[config.mk]
export PLATFORM = sky130hd
export DESIGN_NAME = fetch_unit_flat
export DESIGN_NICKNAME = d
export VERILOG_FILES = /design/src/rtl/fetch_unit_if.sv /design/src/rtl/fetch_unit.sv /design/src/flat_wrapper.sv
export SDC_FILE = /design/constraint.sdc
export NUM_CORES = 1
export LEC_CHECK = 0
export CAP_MARGIN = 20
export CORE_ASPECT_RATIO = 0.6
export CORE_MARGIN = 1.5
export CORE_UTILIZATION = 46
export CTS_BUF_LIST = sky130_fd_sc_hd__clkbuf_8
export CTS_CLUSTER_DIAMETER = 200
export DETAILED_ROUTE_END_ITERATION = 8
export PLACE_DENSITY = 0.88
export REMOVE_ABC_BUFFERS = 1
export SKIP_LAST_GASP = 1
export SYNTH_ARGS = -nofsm -noshare
export SYNTH_HDL_FRONTEND = slang
export SYNTH_SLANG_ARGS = --single-unit
[constraint.sdc]
create_clock -name clk -period 4.93 [get_ports clk]
set_clock_uncertainty 0.1 [all_clocks]
set_input_delay 0.7395 -clock clk [delete_from_list [all_inputs] [get_ports clk]]
set_output_delay 0.7395 -clock clk [all_outputs]
set_load 0.02 [all_outputs]
[src/rtl/fetch_unit_if.sv]
// Bus bundle between the fetch unit, the instruction memory and decode.
// The fetch unit takes the master view; the memory/decode side takes slave.
interface fetch_unit_if;
    logic [31:0] npc;
    logic        imem_req;
    logic [31:0] imem_addr;
    logic        imem_gnt;
    logic        imem_rvalid;
    logic [31:0] imem_rdata;
    logic        instr_valid;
    logic        instr_ready;
    logic [31:0] instr;
    logic [31:0] pc;
    logic        exc_adel;
    logic [31:0] fetch_count;

    modport master (
        input  npc, imem_gnt, imem_rvalid, imem_rdata, instr_ready,
        output imem_req, imem_addr, instr_valid, instr, pc, exc_adel, fetch_count
    );

    modport slave (
        output npc, imem_gnt, imem_rvalid, imem_rdata, instr_ready,
        input  imem_req, imem_addr, instr_valid, instr, pc, exc_adel, fetch_count
    );
endinterface

[src/rtl/fetch_unit.sv]
// Instruction fetch unit: owns the architectural PC, issues one word read per
// instruction to a variable-latency memory, and hands the instruction/PC pair
// to decode over valid/ready. Illegal fetch addresses skip the memory and
// present a zero instruction flagged with exc_adel.
module fetch_unit #(
    parameter logic [31:0] RESET_PC = 32'h0000_3000,
    parameter logic [31:0] PC_MIN   = 32'h0000_3000,
    parameter logic [31:0] PC_MAX   = 32'h0000_6ffc
) (
    input  logic         clk,
    input  logic         reset,
    fetch_unit_if.master bus
);

    localparam logic [1:0] S_REQ  = 2'd0;
    localparam logic [1:0] S_WAIT = 2'd1;
    localparam logic [1:0] S_OUT  = 2'd2;

    logic [1:0]  state_q, state_d;
    logic [31:0] pc_q, pc_d;
    logic [31:0] instr_q, instr_d;
    logic        exc_adel_q, exc_adel_d;
    logic [31:0] fetch_count_q, fetch_count_d;

    logic        pc_legal;
    logic        fire;

    // Word aligned and inside the fetch window; checked fresh in every S_REQ
    // because npc is loaded unchecked.
    assign pc_legal = (pc_q[1:0] == 2'b00) && (pc_q >= PC_MIN) && (pc_q <= PC_MAX);
    assign fire     = (state_q == S_OUT) && bus.instr_ready;

    // Request is combinational so the read goes out in the first S_REQ cycle.
    assign bus.imem_req    = (state_q == S_REQ) && pc_legal;
    assign bus.imem_addr   = pc_q;
    assign bus.instr_valid = (state_q == S_OUT);
    assign bus.instr       = instr_q;
    assign bus.pc          = pc_q;
    assign bus.exc_adel    = exc_adel_q;
    assign bus.fetch_count = fetch_count_q;

    // Next-state logic: request, wait for data, then hold the pair until decode takes it.
    always_comb begin
        state_d       = state_q;
        pc_d          = pc_q;
        instr_d       = instr_q;
        exc_adel_d    = exc_adel_q;
        fetch_count_d = fetch_count_q;
        case (state_q)
            S_REQ: begin
                if (!pc_legal) begin
                    instr_d    = 32'h0;
                    exc_adel_d = 1'b1;
                    state_d    = S_OUT;
                end else if (bus.imem_gnt) begin
                    state_d = S_WAIT;
                end
            end
            S_WAIT: begin
                if (bus.imem_rvalid) begin
                    instr_d    = bus.imem_rdata;
                    exc_adel_d = 1'b0;
                    state_d    = S_OUT;
                end
            end
            S_OUT: begin
                if (fire) begin
                    pc_d          = bus.npc;
                    fetch_count_d = fetch_count_q + 32'd1;
                    state_d       = S_REQ;
                end
            end
            default: begin
                state_d = S_REQ;
            end
        endcase
    end

    // State registers; reset also abandons any read still in flight.
    always_ff @(posedge clk) begin
        if (reset) begin
            state_q       <= S_REQ;
            pc_q          <= RESET_PC;
            instr_q       <= 32'h0;
            exc_adel_q    <= 1'b0;
            fetch_count_q <= 32'h0;
        end else begin
            state_q       <= state_d;
            pc_q          <= pc_d;
            instr_q       <= instr_d;
            exc_adel_q    <= exc_adel_d;
            fetch_count_q <= fetch_count_d;
        end
    end

endmodule
[src/flat_wrapper.sv]
// flat-port wrapper written by rule: the top's interface ports become plain ports
module fetch_unit_flat 
#(
    parameter logic [31:0] RESET_PC = 32'h0000_3000,
    parameter logic [31:0] PC_MIN   = 32'h0000_3000,
    parameter logic [31:0] PC_MAX   = 32'h0000_6ffc
)
  (clk, reset, bus_npc, bus_imem_gnt, bus_imem_rvalid, bus_imem_rdata, bus_instr_ready, bus_imem_req, bus_imem_addr, bus_instr_valid, bus_instr, bus_pc, bus_exc_adel, bus_fetch_count);
  fetch_unit_if bus_i ();
  input  logic clk;
  input  logic reset;
  input wire logic [$bits(bus_i.npc)-1:0] bus_npc;
  input wire logic [$bits(bus_i.imem_gnt)-1:0] bus_imem_gnt;
  input wire logic [$bits(bus_i.imem_rvalid)-1:0] bus_imem_rvalid;
  input wire logic [$bits(bus_i.imem_rdata)-1:0] bus_imem_rdata;
  input wire logic [$bits(bus_i.instr_ready)-1:0] bus_instr_ready;
  output wire logic [$bits(bus_i.imem_req)-1:0] bus_imem_req;
  output wire logic [$bits(bus_i.imem_addr)-1:0] bus_imem_addr;
  output wire logic [$bits(bus_i.instr_valid)-1:0] bus_instr_valid;
  output wire logic [$bits(bus_i.instr)-1:0] bus_instr;
  output wire logic [$bits(bus_i.pc)-1:0] bus_pc;
  output wire logic [$bits(bus_i.exc_adel)-1:0] bus_exc_adel;
  output wire logic [$bits(bus_i.fetch_count)-1:0] bus_fetch_count;
  assign bus_i.npc = bus_npc;
  assign bus_i.imem_gnt = bus_imem_gnt;
  assign bus_i.imem_rvalid = bus_imem_rvalid;
  assign bus_i.imem_rdata = bus_imem_rdata;
  assign bus_i.instr_ready = bus_instr_ready;
  assign bus_imem_req = bus_i.imem_req;
  assign bus_imem_addr = bus_i.imem_addr;
  assign bus_instr_valid = bus_i.instr_valid;
  assign bus_instr = bus_i.instr;
  assign bus_pc = bus_i.pc;
  assign bus_exc_adel = bus_i.exc_adel;
  assign bus_fetch_count = bus_i.fetch_count;
  fetch_unit #(.RESET_PC(RESET_PC), .PC_MIN(PC_MIN), .PC_MAX(PC_MAX)) u_core (.clk(clk), .reset(reset), .bus(bus_i));
endmodule
==> results of run 1 <==
## registers in the layout, summed over array words and instances (netlist names)
register and flops:
u_core.bus.exc_adel 1, u_core.state_q 2, u_core.bus.imem_addr 32, u_core.bus.fetch_count 32, u_core.bus.instr 32
## routing by layer
metal  track usage, %  vias up  part of all wire, %
met3            8.930       22                  9.1
met1            33.06     2138                   43
met5                0        -                    0
met2            40.75      214                   46
li1                 -     2161                    -
met4            6.742        0                  1.6
## cell type report
type                       instances  area (um^2)  share of cell area [%]
tap                              130        162.7                   2.542
timing repair buffer             205         2072                   32.38
sequential                        99         1982                   30.97
inverter                           4        15.01                  0.2346
clock buffer                      10        137.6                   2.151
clock inverter                     6        56.30                  0.8799
multi-input combinational        355         1973                   30.84
## cells in the mapped netlist
master    count  share of area, %
buf_2         3              0.34
or4b_2        1              0.23
o41ai_1       1              0.20
o31ai_1      13               2.2
nor4_1        7               1.0
inv_1         4              0.34
and3_1        5              0.72
or4b_1        1              0.23
and4b_1       1              0.23
and4_1        1              0.20
buf_4        32               5.5
a32o_1        1              0.23
a21oi_1      86               9.9
nor2b_1       1              0.14
nand4_1       7               1.0
and3b_1       2              0.40
o211a_1       1              0.23
clkbuf_1     33               2.8
dfxtp_1      99                45
buf_1         3              0.26
a211oi_1      1              0.17
nor2_1       12               1.0
xnor2_1       6               1.2
nand2_1     114               9.8
a311oi_1     32               6.4
or4_1        16               2.8
o21ai_0       7              0.80
nand3_1      13               1.5
or3_1         5              0.72
ha_1          1              0.29
buf_6         1              0.26
a21boi_0      1              0.17
nand3b_1      2              0.34
or3b_2        1              0.20
nand3_2       1              0.23
nand4b_1      2              0.40
o21a_1        3              0.52
nor3_1        6              0.69
xor2_1        4              0.80
## worst paths after layout
check | start | to | slack (ns) | depth (start not counted)
setup / recovery | u_core.bus.imem_addr[20] | bus_imem_req | 1.84 | 5
hold / removal | u_core.bus.imem_addr[3] | u_core.bus.imem_addr[3] | 0.38 | 2
setup reg to reg | u_core.bus.fetch_count[4] | u_core.bus.fetch_count[30] | 2.36 | 4
hold reg to reg | u_core.bus.imem_addr[3] | u_core.bus.imem_addr[3] | 0.38 | 2
## worst max-delay path: stages (launching register included)
cell,delay (ns)
dfxtp_1,0.37
nor4_1,0.37
and3_1,0.30
nand2_1,0.07
nor3_1,0.13
clkdlybuf4s50_1,0.66
## metrics by stage
| stage | utilization (%) | worst slack [ns] | total power (uW) | cell area [um^2] | hold slack [ns] |
|---|---|---|---|---|---|
| 2_1_floorplan | - | 0.9403 | 1272 | 3959 | 0.4196 |
| 3_5_place_dp | 67.22 | 1.843 | 1669 | 6177 | 0.3637 |
| 4_1_cts | 69.34 | 1.841 | 2183 | 6371 | 0.3802 |
| 5_1_grt | 69.64 | 1.723 | 2293 | 6399 | 0.4074 |
| 3_3_place_gp | 66.93 | 1.507 | 1617 | 6150 | 0.3607 |
| 6_report | 69.64 | 1.836 | 2199 | 6399 | 0.3796 |
## logic make-up after synthesis
| family | after synthesis |
|---|---|
| AOI/OAI and AO/OA | 146 |
| DFF | 99 |
| buffers and inverters | 76 |
| adders and majority gates | 1 |
| and+or+nand+nor | 198 |
| xor gates and xnor gates | 10 |
## report_power, final
| group | internal [uW] | switching [uW] |
|---|---|---|
| sequential | 854 | 67.0 |
| clock | 244 | 276 |
| combinational | 331 | 426 |
==> qor.csv, run 1 <==
stage,metric,value,unit
placed_design,portBuffers,199,
cts,cts_tree,done,
cells_and_area,fin_nets,744,
synthesis,syn_inst,530,
placed_design,hpwl,9147,um
cells_and_area,antenna_cells,0,
global_routing,grt-ovfl-total,0,
placed_design,place_inst,792,
cts,cts.sinks,99,
cts,cts_buffer_depth,2,
cells_and_area,fin_cells,809,
floorplanning,fp.dieArea,10090,um^2
route,drtIter0Drc,325,
synthesis,synth_area,4360,um^2
sta,slew_headroom,32.86,%
floorplanning,ios,200,
global_routing,grt_max_degree,66,
cts,cts_hold_buf,0,
route,antenna_left,0,
hold_path,hold_class,reg -> reg,
route,drc,0,
route,routed_wirelength,13150,um
route,vias_per_cell,5.606,
cells_and_area,nFillCells,715,
floorplanning,start_util,47.45,%
critical_path,worstPathArrival,2.25,ns
critical_path,critical_path_class,reg -> out,
synthesis,yosys_register_bits,99,
critical_path,cp.required,4.09,ns
sta,slew_violations,0,
flow_run,max_cap_viol_count,0,
cells_and_area,layout_commonest_cell,clkdlybuf4s50_1,
global_routing,track_usage,25.58,%
global_routing,antenna_found_initial,0,
floorplanning,fp.dieW,128.7,um
cts,cts_buffers,9,
sta,fin_crit_sh,62.75,%
synthesis,synth_adder_area_share,0.2869,%
synthesis,avgSynthCellArea,8.227,um^2
cts,cts_resized,0,
sta,finalSetupTns,0,ns
cells_and_area,syn_to_final_growth,46.74,%
cells_and_area,drive_above_1_share,3.976,%
cts,cts-root-buf,clkbuf_8,
sta,fin_crit,3.094,ns
critical_path,cp-start-kind,flop,
synthesis,synth_warnings,0,
cts,htree_levels,3,
floorplanning,fp.dieH,78.42,um
sta,timing_worst_slew_pin_value,1.007,ns
synthesis,synth_top_family_by_area,simple AND/OR/NAND/NOR gates,
synthesis,yosys.area_share.simple,21.84,%
cts,post_cts_buffers,0,
sta,finalSetupViolations,0,
critical_path,cp_max_fo,4,
synthesis,yosysUniqueCellTypes,39,
global_routing,grt_pass1_vias,4118,
outcome,status,finished clean,
sta,rsz0062_at_grt,no,
pwr,p_per_area,343.7,nW/um^2
route,num_vias,4535,
sta,finalHoldViolations,0,
sta,fmax,323.2,MHz
synthesis,synth-compound-area-share,20.86,%
placed_design,place_congestion,0.8070,
synthesis,seq_area_frac_synth,45.45,%
cells_and_area,layout_common_cells,"198 x clkdlybuf4s50_1, 114 x nand2_1, 99 x dfxtp_1, 85 x a21oi_1, 32 x a311oi_1",
synthesis,synth.area.mux_share,0,%
pwr,p_leak,0.002010,uW
route,detail_route.wl_per_cell,16.25,um
floorplanning,coreArea,9189,um^2
synthesis,synthXorXnorAreaFrac,2.009,%
cts,path_clk_slew,0.09,ns
global_routing,grt_pass1_wl,20660,um
route,drt_pass1_iterations,5,
critical_path,end_kind,output port,
floorplanning,rows,27,
cts,clock_latency,0.37,ns
pwr,ir_drop,0.2084,mV
No activity file was read; power rests on OpenSTA's default activity.
==> run 2: changes to the inputs <==
--- a/config.mk
+++ b/config.mk
@@ -8,11 +8,11 @@
 export CAP_MARGIN = 20
 export CORE_ASPECT_RATIO = 0.6
 export CORE_MARGIN = 1.5
-export CORE_UTILIZATION = 46
+export CORE_UTILIZATION = 39
 export CTS_BUF_LIST = sky130_fd_sc_hd__clkbuf_8
 export CTS_CLUSTER_DIAMETER = 200
 export DETAILED_ROUTE_END_ITERATION = 8
-export PLACE_DENSITY = 0.88
+export PLACE_DENSITY = 0.79
 export REMOVE_ABC_BUFFERS = 1
 export SKIP_LAST_GASP = 1
 export SYNTH_ARGS = -nofsm -noshare
==> constraint.sdc (replaced) <==
create_clock -name clk -period 2.8 [get_ports clk]
set_clock_uncertainty 0.1 [all_clocks]
set_input_delay 0.42 -clock clk [delete_from_list [all_inputs] [get_ports clk]]
set_output_delay 0.42 -clock clk [all_outputs]
set_load 0.02 [all_outputs]
==> run 2 against run 1 <==
The flow now finishes with violations (DRC). Core utilization fell by 10 points. Largest power group unchanged. Largest cell class unchanged. Highest routed layer unchanged. Critical path type is now reg -> reg. Sequential power rose by 76%. Register-to-register slack got worse by 2.1 ns. Combinational power rose by 68%. Cell count rose by 1.4%. Clock-buffer cell count fell by 1. First-iteration DRC count rose by 15%. Sequential cell count did not move. Routed wire length rose by 2.3%. Hold slack got worse by 0.11 ns.
==> qor.csv, run 2 (same netlist as run 1, synthesis figures left out) <==
stage,metric,value,unit
outcome,status,"finished, violations left",
outcome,violations,DRC,
sta,timing_worst_slew_pin_value,0.7460,ns
critical_path,end_kind,flop,
cells_and_area,finalInstanceArea,6387,um^2
cells_and_area,fin_nets,746,
cts,clock_latency,0.37,ns
cells_and_area,layout_common_cells,"197 x clkdlybuf4s50_1, 114 x nand2_1, 99 x dfxtp_1, 85 x a21oi_1, 32 x a311oi_1",
route,routed_wirelength,13450,um
floorplanning,fp.dieH,84.91,um
placed_design,dp_slack,0.1336,ns
floorplanning,start_util,40.60,%
route,routed.top_layer,met4,
cells_and_area,layout_commonest_cell,clkdlybuf4s50_1,
route,drc,7,
placed_design,hpwl,9692,um
critical_path,path_cells,nand3_2 -> or4_1 -> or4_1 -> a21oi_1,
hold_path,hold_class,in -> reg,
cts,cts_tree,done,
critical_path,cp_slowest_cell,or4_1,
sta,fmax,388.0,MHz
route,num_vias,4520,
route,wl_met3,1251,um
flow_run,max_cap_viol_count,0,
sta,fin_crit,2.577,ns
critical_path,worstPathArrival,2.77,ns
critical_path,cp.required,3.00,ns
cts,cts_hold_buf,0,
critical_path,rr_worst_depth,4,
route,wl_met2,5930,um
route,drtIter0Drc,375,
pwr,ir_drop,0.3567,mV
sta,fin_crit_sh,92.04,%
cells_and_area,syn_to_final_growth,46.49,%
hold_path,worstHoldPathCells,2,
global_routing,antenna_found_initial,0,
sta,finalSetupTns,0,ns
critical_path,cp_max_fo,28,
cells_and_area,antenna_cells,0,
sta,slew_headroom,50.27,%
route,detail_route.wl_per_cell,16.40,um
pwr,p_leak,0.002004,uW
cells_and_area,fin_util,59.47,%
global_routing,grt_max_degree,65,
global_routing,grt_pass1_vias,4323,
sta,rsz0062_at_grt,no,
pwr,p_per_area,587.2,nW/um^2
placed_design,place_congestion,0.8581,
floorplanning,fp.dieW,139.5,um
route,antenna_left,0,
cts,cts_buffers,9,
global_routing,grt_pass1_wl,21580,um
critical_path,critical_path_class,reg -> reg,
route,vias_per_cell,5.512,
floorplanning,rows,29,
floorplanning,fp.dieArea,11840,um^2
global_routing,track_usage,22.56,%
critical_path,cp-start-kind,flop,
placed_design,portBuffers,199,
placed_design,placed_cell_area,6203,um^2
cells_and_area,drive_above_1_share,4.552,%
sta,fin_ws,0.2229,ns
sta,finalHoldViolations,0,
pwr,power,3751,uW
route,drt_pass1_iterations,7,
floorplanning,coreArea,10740,um^2
global_routing,grt-ovfl-total,0,
cts,cts_buffer_depth,2,
critical_path,crit_top_cell,or4_1,
cts,htree_levels,3,
floorplanning,ios,200,
cells_and_area,nFillCells,914,
sta,finalSetupViolations,0,
sta,slew_violations,0,
cts,path_clk_slew,0.10,ns
critical_path,slowest_delay,0.93,ns
cts,cts-root-buf,clkbuf_8,
cts,cts.sinks,99,
route,drt-met1-wl,6180,um
==> run 2: path summary, 6_finish.rpt <==
path	from	end	slack (ns)
worst max-delay path	u_core.bus.fetch_count[4]	u_core.bus.fetch_count[28]	0.22
worst min-delay path	reset	u_core.bus.fetch_count[1]	0.27
worst max register to register	u_core.bus.fetch_count[4]	u_core.bus.fetch_count[28]	0.22
worst min register to register	u_core.bus.imem_addr[5]	u_core.bus.imem_addr[5]	0.38
==> run 2: per-stage QoR <==
stage / hold slack (ns) / std cells
after CTS: 0.2454 / 820
final: 0.2670 / 820
after global placement: 0.3607 / 804
after global routing: 0.2595 / 820
after floorplan: 0.3891 / 458
after detailed placement: 0.3693 / 804
==> run 2: critical path: cells and delay by family (launching register included) <==
| kind | cells | cell delay (ns) |
|---|---|---|
| and+or+nand+nor | 3 | 1.77 |
| DFF | 1 | 0.46 |
| AOI/OAI and AO/OA | 1 | 0.17 |
==> run 2: where the power goes <==
group	switching, uW	internal (uW)
clock network	527	330
registers	120	1500
logic	739	531
total	1390	2360
==> run 2: metal layers <==
layer / global-route usage, % / vias up
met1: 30.87 / 2141
met4: 5.416 / 0
met5: 0 / -
met2: 34.10 / 201
met3: 7.957 / 9
li1: - / 2169
==> run 2: area by class of cell <==
| class | instances | area [um^2] | area share [%] |
|---|---|---|---|
| multi-input combinational | 355 | 1979 | 30.99 |
| clock inverter | 7 | 51.30 | 0.8031 |
| clock buffer | 9 | 123.9 | 1.939 |
| sequential | 99 | 1982 | 31.03 |
| inverter | 4 | 15.01 | 0.2351 |
| tap | 139 | 173.9 | 2.723 |
| timing repair buffer | 207 | 2062 | 32.28 |
==> run 2: timing repair <==
action | in CTS | in global routing
setup endpoints to repair | 0 | 1
resized for setup | 0 | 2
buffers inserted | 0 | 0
